## config.mk

```make
export PLATFORM = sky130hd
export DESIGN_NAME = text_string_writer
export DESIGN_NICKNAME = d
export VERILOG_FILES = /design/src/rtl/text_string_writer.sv
export SDC_FILE = /design/constraint.sdc
export NUM_CORES = 1
export LEC_CHECK = 0
export CAP_MARGIN = 20
export CORE_UTILIZATION = 47
export DETAILED_ROUTE_END_ITERATION = 12
export PLACE_DENSITY = 0.7
export SETUP_SLACK_MARGIN = 0.05
export SYNTH_ARGS = -nofsm -noshare
export SYNTH_HDL_FRONTEND = slang
export SYNTH_SLANG_ARGS = --single-unit
```

## constraint.sdc

```tcl
create_clock -name clk -period 4.5 [get_ports clk]
set_clock_uncertainty 0.1 [all_clocks]
set_input_delay 0.9 -clock clk [delete_from_list [all_inputs] [get_ports clk]]
set_output_delay 0.9 -clock clk [all_outputs]
set_load 0.02 [all_outputs]
```

## src/rtl/text_string_writer.sv

```systemverilog
// text_string_writer
//   Upstream feeder for the bitmap/font placer. ASCII bytes are queued in a
//   small FIFO. Each byte is mapped to a 6-bit font index. Printable glyphs are
//   placed at a text cursor that advances by CHAR_PITCH and wraps by LINE_PITCH.
//   The placer has no busy output, so every issued glyph is followed by a fixed
//   wait. This gives CHAR_CYCLES+2 clocks from one add_fnt pulse to the next.
//
//   Handshake: a byte is taken on a rising edge where chr_vld & chr_rdy.
//   chr_rdy is registered (= FIFO not full). A pop on a full FIFO therefore
//   does not let a push in during the same cycle.
//
//   Configuration macro: TSW_LOWERCASE_EN. When defined, 'a'..'z' map to the
//   same indices as 'A'..'Z'. Otherwise lowercase bytes are discarded.
//
// Ports
//   clk       in   system clock
//   rst       in   asynchronous, active-high reset
//   set_cur   in   1-clk pulse: load origin and cursor from cur_x/cur_y
//   cur_x     in   [9:0] new origin/cursor x
//   cur_y     in   [8:0] new origin/cursor y
//   chr_vld   in   ASCII byte valid
//   chr       in   [7:0] ASCII byte
//   chr_rdy   out  FIFO not full
//   add_fnt   out  1-clk draw pulse to the placer
//   fnt_indx  out  [5:0] glyph index
//   xloc      out  [9:0] glyph top-left x
//   yloc      out  [8:0] glyph top-left y
//   busy      out  FIFO non-empty or FSM not idle
module text_string_writer #(
  parameter int FIFO_DEPTH  = 16,
  parameter int CHAR_CYCLES = 256,
  parameter int CHAR_PITCH  = 14,
  parameter int LINE_PITCH  = 16
) (
  input  logic       clk,
  input  logic       rst,
  input  logic       set_cur,
  input  logic [9:0] cur_x,
  input  logic [8:0] cur_y,
  input  logic       chr_vld,
  input  logic [7:0] chr,
  output logic       chr_rdy,
  output logic       add_fnt,
  output logic [5:0] fnt_indx,
  output logic [9:0] xloc,
  output logic [8:0] yloc,
  output logic       busy
);

  localparam int AW = $clog2(FIFO_DEPTH);
  localparam int CW = $clog2(CHAR_CYCLES);
  // WAIT lasts CHAR_CYCLES-1 clocks. IDLE and DECODE add 2 more clocks, and
  // ISSUE adds 1, giving the CHAR_CYCLES+2 pulse-to-pulse spacing.
  localparam logic [CW-1:0] WAIT_LOAD = CW'(CHAR_CYCLES - 2);
  localparam logic [10:0]   X_MAX     = 11'(640 - 13);
  localparam logic [10:0]   Y_MAX     = 11'(480 - 16);
  localparam logic [AW:0]   FULL_CNT  = (AW+1)'(FIFO_DEPTH);

  typedef enum logic [1:0] {
    S_IDLE   = 2'd0,
    S_DECODE = 2'd1,
    S_ISSUE  = 2'd2,
    S_WAIT   = 2'd3
  } state_t;

  state_t state;

  // ---------------------------------------------------------------- FIFO
  logic [7:0]  mem [FIFO_DEPTH];
  logic [AW-1:0] wr_ptr, rd_ptr;
  logic [AW:0]   count, count_nxt;
  logic          push, pop;

  assign push = chr_vld & chr_rdy;
  assign pop  = (state == S_IDLE) && (count != '0);

  always_comb begin
    count_nxt = count;
    if (push && !pop)      count_nxt = count + 1'b1;
    else if (pop && !push) count_nxt = count - 1'b1;
  end

  // Storage holds no reset; a reset only clears the pointers.
  always_ff @(posedge clk) begin
    if (push) mem[wr_ptr] <= chr;
  end

  always_ff @(posedge clk or posedge rst) begin
    if (rst) begin
      wr_ptr  <= '0;
      rd_ptr  <= '0;
      count   <= '0;
      chr_rdy <= 1'b1;
    end else begin
      if (push) wr_ptr <= wr_ptr + 1'b1;
      if (pop)  rd_ptr <= rd_ptr + 1'b1;
      count   <= count_nxt;
      chr_rdy <= (count_nxt != FULL_CNT);
    end
  end

  // ------------------------------------------------------- byte decoding
  logic [7:0] chr_q;
  logic       glyph_ok;
  logic [5:0] glyph_idx;
  logic       is_lf;

  assign is_lf = (chr_q == 8'h0A);

  always_comb begin
    glyph_ok  = 1'b0;
    glyph_idx = '0;
    if (chr_q >= 8'h30 && chr_q <= 8'h39) begin
      glyph_ok  = 1'b1;
      glyph_idx = 6'(chr_q - 8'h30);
    end else if (chr_q >= 8'h41 && chr_q <= 8'h5A) begin
      glyph_ok  = 1'b1;
      glyph_idx = 6'(chr_q - 8'h41 + 8'd10);
`ifdef TSW_LOWERCASE_EN
    end else if (chr_q >= 8'h61 && chr_q <= 8'h7A) begin
      glyph_ok  = 1'b1;
      glyph_idx = 6'(chr_q - 8'h61 + 8'd10);
`endif
    end else begin
      case (chr_q)
        8'h20: begin glyph_ok = 1'b1; glyph_idx = 6'd36; end
        8'h3D: begin glyph_ok = 1'b1; glyph_idx = 6'd37; end
        8'h3E: begin glyph_ok = 1'b1; glyph_idx = 6'd38; end
        8'h2C: begin glyph_ok = 1'b1; glyph_idx = 6'd39; end
        8'h28: begin glyph_ok = 1'b1; glyph_idx = 6'd40; end
        8'h29: begin glyph_ok = 1'b1; glyph_idx = 6'd41; end
        default: begin glyph_ok = 1'b0; glyph_idx = '0; end
      endcase
    end
  end

  // ------------------------------------------------------ cursor / wrap
  logic [9:0] org_x, cur_xr;
  logic [8:0] org_y, cur_yr;
  logic [10:0] adv_y;
  logic [8:0]  next_line_y;
  logic        x_wrap;
  logic [9:0]  place_x;
  logic [8:0]  place_y;

  // Wrap comparisons are made on 11-bit values so a cursor pushed past the
  // right or bottom edge is seen before it is truncated.
  assign adv_y       = {2'b00, cur_yr} + 11'(LINE_PITCH);
  assign next_line_y = (adv_y > Y_MAX) ? org_y : adv_y[8:0];
  assign x_wrap      = ({1'b0, cur_xr} > X_MAX);
  assign place_x     = x_wrap ? org_x : cur_xr;
  assign place_y     = x_wrap ? next_line_y : cur_yr;

  // ----------------------------------------------------------------- FSM
  logic [CW-1:0] wait_cnt;

  always_ff @(posedge clk or posedge rst) begin
    if (rst) begin
      state    <= S_IDLE;
      chr_q    <= '0;
      wait_cnt <= '0;
      fnt_indx <= '0;
      xloc     <= '0;
      yloc     <= '0;
      org_x    <= '0;
      org_y    <= '0;
      cur_xr   <= '0;
      cur_yr   <= '0;
    end else begin
      case (state)
        S_IDLE: begin
          if (pop) begin
            chr_q <= mem[rd_ptr];
            state <= S_DECODE;
          end
        end
        S_DECODE: begin
          if (glyph_ok) begin
            fnt_indx <= glyph_idx;
            xloc     <= place_x;
            yloc     <= place_y;
            state    <= S_ISSUE;
          end else begin
            if (is_lf) begin
              cur_xr <= org_x;
              cur_yr <= next_line_y;
            end
            state <= S_IDLE;
          end
        end
        S_ISSUE: begin
          cur_xr   <= xloc + 10'(CHAR_PITCH);
          cur_yr   <= yloc;
          wait_cnt <= WAIT_LOAD;
          state    <= S_WAIT;
        end
        S_WAIT: begin
          if (wait_cnt == '0) state <= S_IDLE;
          else                wait_cnt <= wait_cnt - 1'b1;
        end
        default: state <= S_IDLE;
      endcase
      // A new cursor overrides any advance made in the same cycle. The latched
      // glyph position and the queued bytes are left alone.
      if (set_cur) begin
        org_x  <= cur_x;
        org_y  <= cur_y;
        cur_xr <= cur_x;
        cur_yr <= cur_y;
      end
    end
  end

  assign add_fnt = (state == S_ISSUE);
  assign busy    = (count != '0) || (state != S_IDLE);

endmodule

```

Word level (Yosys, flattened, before mapping)
Memories as Yosys holds them, arrays and structs flattened. A register that Yosys moved wholly into a read port is not among the register bits.
Index checks and enable logic that the tools add are counted.

word-level totals
  output and inout bits = 28
  word-level logic and storage cells = 94
  memories kept = 1
  register bits after elaboration = 87
  bits of input ports = 31
  bits in writable memories = 128

cells by class
  equal/unequal tests = 16
  mux-type cells = 27
  order comparisons = 6
  bitwise gates (word level) = 1
  reductions and logical operators = 20
  add/subtract/negate cells = 10

memories
  memory  depth  bits a word  rd ports  clocked after memory_dff  write ports  line  RTL
  mem     16     8            1         1                         1            69    logic [7:0] mem [FIFO_DEPTH];

operators by type and width
  cell                                                               count
  == test 8 x 6 -> 1 bit, second input constant                      6
  two-way mux 9 bit                                                  5
  two-way mux 10 bit                                                 4
  case mux 6 bit (6 select lines)                                    1
  case mux 10 bit (2 select lines)                                   1
  case mux 9 bit (2 select lines)                                    1
  case mux 8 bit (2 select lines)                                    1
  two-way mux 6 bit                                                  2
  adder 10 x 4 -> 10 bit, second input constant                      1
  adder 9 x 5 -> 10 bit, second input constant                       1
  > comparator 10 bit, second input constant                         1
  > comparator 10 x 9 -> 1 bit, second input constant                1
  two-way mux 5 bit                                                  2
  adder 4 x 1 -> 4 bit, second input constant                        2
  == test 8 x 4 -> 1 bit, second input constant                      1
  greater-or-equal comparator 8 x 6 -> 1 bit, second input constant  1
  greater-or-equal comparator 8 x 7 -> 1 bit, second input constant  1
  less-or-equal comparator 8 x 6 -> 1 bit, second input constant     1
  less-or-equal comparator 8 x 7 -> 1 bit, second input constant     1
  logical NOT 8 bit                                                  1
  two-way mux 8 bit                                                  1
  case mux 2 bit (4 select lines)                                    1
  AND reduction 2 bit                                                4
  subtractor 8 x 1 -> 8 bit, second input constant                   1
  other kinds (22)                                                   38

Depth between registers and ports, before layout
  depth after elaboration = 8
  mapped depth = 9
  mapped depth without buffers = 7

Worst setup path after synthesis
OpenSTA, ideal clock, no wires.

  path type = reg2reg
  start point = register chr_q[0], read port of mem
  end point = register fnt_indx[0]
  setup time = 0.125 ns
  buffers on the path = 1
  data arrival time = 2.313 ns
  setup slack = 1.963 ns
  required time = 4.275 ns
  period minus slack after synthesis = 2.537 ns
  stages on the path, launching flop included = 9
  cells stage by stage = dfrtp_1 -> inv_1 -> ha_1 -> nor4b_1 -> a211oi_4 -> and2_4 -> o21ai_4 -> buf_6 -> mux2_2

on the way
  cells in the longest elaborated chain, start to end = 6
  elaborated cells on any way between the ends = 23
  classes of those cells = 3 x add/sub; 4 x order compare; 6 x eq/ne; 6 x mux; 4 x reduce/logical

RTL lines
  element                                                                            line  RTL
  start: declaration                                                                 103   logic [7:0] chr_q;
  parallel branches: the longest is 6 deep, another holds subtractor 6 x 1 -> 6 bit  -
  end signal: assignment                                                             179   fnt_indx <= glyph_idx;
  end: declaration                                                                   44    output logic [5:0] fnt_indx,

Parallel ways; which one is timed is not known.
A chain may end at the register's enable or synchronous reset.

Worst setup path after layout
  start point = register state[0]
  end point = output port add_fnt

on the way
  cells in the longest elaborated chain, start to end = 1

RTL lines
  element                   line  RTL
  start: declaration        66    state_t state;
  start signal: assignment  159   state <= S_IDLE;
  start signal: assignment  174   state <= S_DECODE;
  start signal: assignment  182   state <= S_ISSUE;
  == test 2 bit             214   assign add_fnt = (state == S_ISSUE);
  end: declaration          43    output logic add_fnt,

No other way between the ends.

==> summary.txt <==
Hold path
  • WHS Path Cells: 1
  • Hold Path Class: reg2reg

GRT
  • Gr ovfl total: 0
  • First-pass GRT wire length: 35400 um
  • Largest net degree at the start of global routing: 49
  • Total track usage: 20.3%
  • Initial antenna violation count: 0
  • Vias in the first global route: 6529

Placed design
  • Port Buffer Count: 58
  • Final HPWL DP: 14600 um
  • Placer Congestion: 0.920
  • Cell Count Post-Placement: 1078
  • DP Area: 0.0113 mm^2

Critical path
  • Crit. End Element: output pin
  • CP endpoint: add_fnt
  • CP Launch Type: register
  • Worst EP arrival: 2750 ps
  • Critical path fanouts, max: 21
  • Setup CP Type: reg2out
  • R2R Setup Slk: 1370 ps
  • Worst reg2reg endpoint: xloc[6]
  • Worst reg2reg path startpoint: chr_q[0]
  • Worst R2R Path Depth: 7
  • Critical Path Start: state[0]
  • CP required: 3500 ps

STA
  • Post-route minimum period: 3750 ps
  • Final period util: 83.3%
  • RSZ-0062 raised after global routing: false
  • Max-slew violation count: 0
  • Max_slew headroom: 37.6%
  • Final hold slack: 408 ps
  • Final Setup Violations: 0
  • Worst slew pin tran: 932 ps
  • Max Fclk: 267 MHz
  • Final Hold Vio Count: 0
  • Setup TNS: 0 ps

Layout
  • Nets: 878
  • Final instance area: 0.0121 mm^2
  • Fraction of layout cells with a size suffix above 1: 17.8%
  • Area Overhead vs Synth: 15.5%
  • Diode count: 0
  • Fill cells: 1774
  • Final core occ: 55.4%
  • Fin cells: 1123

CTS
  • Number of gates resized after cts: 0
  • Post-CTS Setup Inserts: 0
  • Clock slew at reported path FFs: 60 ps
  • H-tree depth: 1
  • CTS Hold Buffers Added: 0
  • Root Buffer: clkbuf_16
  • Num CTS Buffers: 24
  • Clock sink count: 223
  • CTS tree: yes
  • Clock Latency Late Sink: 540 ps
  • CTS Buffer Depth: 3

Die
  • Core area: 0.0218 mm^2
  • Die extent in y: 151 um
  • Starting Density: 48.0%
  • Row count: 54
  • Chip width: 151 um
  • I/O pin total: 59
  • Die area: 0.0229 mm^2

Routing
  • Vias: 6485
  • First-pass iteration count of the detailed router: 4
  • Routed Antenna Nets: 0
  • # DRC: 0
  • Total Wirelength: 22200 um
  • First DRT Iteration DRCs: 417
  • Via-to-Cell Ratio: 5.77
  • DR WL/cell: 19.7 um

Logic synthesis
  • Library cells used by synthesis: 79
  • Top-area cell type share of the netlist area: 36.7%
  • Seq/Total Area, Yosys: 59.4%
  • Post-synthesis cell area: 0.0105 mm^2
  • Syn. warnings: 0
  • EDFF count, synth: 128
  • Syn Nets: 819
  • Synth Flop Type: edfxtp_1
  • Post-Syn Area per Cell: 13.7 um^2
  • Post-Synthesis Cells: 766
  • Ys async rst share: 42.6%
  • Synth area leader: edfxtp_1
  • Area contributors post-synth: edfxtp_1, dfrtp_1, mux4_2, mux2_2, ha_1
  • Synth Register Bits: 223

Power
  • Pint: 4.97 mW
  • VDD IR-drop max: 0.409 mV
  • Power Density: 632 mW/mm^2
  • Comb pwr share: 32.8%
  • Clock Power Share: 25.7%
  • P_leak: 4.42 nW
  • Flop pwr share: 41.5%
  • P_sw: 2.67 mW
  • Sw Ratio: 34.9%

Outcome
  • Outcome: finished clean

Run
  • Max Cap Viol: 0
-- cells in the mapped netlist, types with 3 or more instances --
library cell and count:
and3_1 8, buf_4 7, clkbuf_1 14, a2bb2oi_1 5, a22oi_1 11, mux2i_1 7
edfxtp_1 128, o2bb2ai_1 4, and2_1 14, inv_1 33, o31ai_1 10, nand2_1 62
o22ai_1 4, a22o_1 3, o22a_1 3, xor2_1 6, o211ai_1 10, nor3_1 6
o21ai_0 51, ha_1 22, nor2b_1 6, mux2_2 38, buf_2 6, nand3_1 20
a21oi_1 21, dfrtp_1 94, buf_1 4, nand2b_1 3, or3_1 6, a31oi_1 8
a211o_1 3, xnor2_1 12, a311oi_1 4, nor4b_1 3, nor2_1 30, mux4_2 40
a211oi_1 8
-- power by group through the flow --
stage	Clock [mW]	Sequential [mW]	Combinational, mW
after detailed placement	0	3.21	2.51
after global placement	0	3.19	2.47
final	1.97	3.17	2.51
after global routing	2.08	3.25	2.75
after floorplan	0	2.97	1.93
after CTS	2.00	3.17	2.53
-- through the flow --
stage | worst slack [ps] | power, mW
after floorplan | 1020 | 4.91
after global placement | 1340 | 5.66
after detailed placement | 1290 | 5.72
after CTS | 712 | 7.70
after global routing | 568 | 8.08
final | 753 | 7.64
-- worst min path at each step --
stage	startpoint	end	slack [ps]
6_report	fnt_indx[2]	fnt_indx[2]	410
5_1_grt	cur_xr[1]	cur_xr[1]	420
4_1_cts	cur_xr[1]	cur_xr[1]	410
3_5_place_dp	org_y[6]	org_y[6]	400
3_3_place_gp	org_y[6]	org_y[6]	390
2_1_floorplan	org_y[6]	org_y[6]	370
-- kinds of logic after synthesis --
logic type                 synth area share [%]
and+or+nand+nor                            9.03
muxes                                      13.5
AOI/OAI and AO/OA                          11.0
xor gates and xnor gates                   1.50
adders and majority gates                  2.63
DFF                                        59.4
buffers and inverters                      2.95
-- worst max-delay path, cell delays in order, from the launching register on --
cell and delay (ps):
dfrtp_1 480, nand2b_1 420, inv_1 590, clkdlybuf4s50_1 720
-- sequential cells by signal, indices dropped and copies added (netlist names), 9 cells and up, named ones only --
register  cells
mem         128
cur_xr       10
org_x        10
xloc         10
cur_yr        9
org_y         9
yloc          9
-- area by class of cell --
| class | instances | area, um^2 | area share [%] |
|---|---|---|---|
| sequential | 223 | 6220 | 51.4 |
| multi-input combinational | 475 | 3950 | 32.6 |
| timing repair buffer | 67 | 643 | 5.31 |
| clock buffer | 26 | 628 | 5.19 |
| tap | 280 | 350 | 2.90 |
| clock inverter | 18 | 179 | 1.48 |
| inverter | 34 | 130 | 1.08 |
-- cell usage in the layout, fill, tap and decap left out, types with 7 or more instances in the layout --
cell type        instances
a31oi_1                  8
and3_1                   8
ha_1                    22
a22oi_1                 11
dfrtp_1                 92
inv_1                   32
mux2i_1                  7
buf_4                    9
xnor2_1                 12
o21ai_0                 51
clkbuf_16               24
a211oi_1                 8
and2_1                  14
mux4_2                  40
clkdlybuf4s50_1         57
nand2_1                 62
o211ai_1                10
nor2_1                  30
a21oi_1                 21
nand3_1                 20
clkinv_2                 7
o31ai_1                 10
edfxtp_1               128
mux2_2                  38
-- per-layer routing --
layer	vias to the layer above	share of wire [%]	GRT usage, %
li1	3050	-	-
met1	3240	44	27.1
met5	-	0	0
met2	163	49	34.5
met3	32	5.2	3.43
met4	0	2.0	4.85
(Power assumes the default switching activity.)
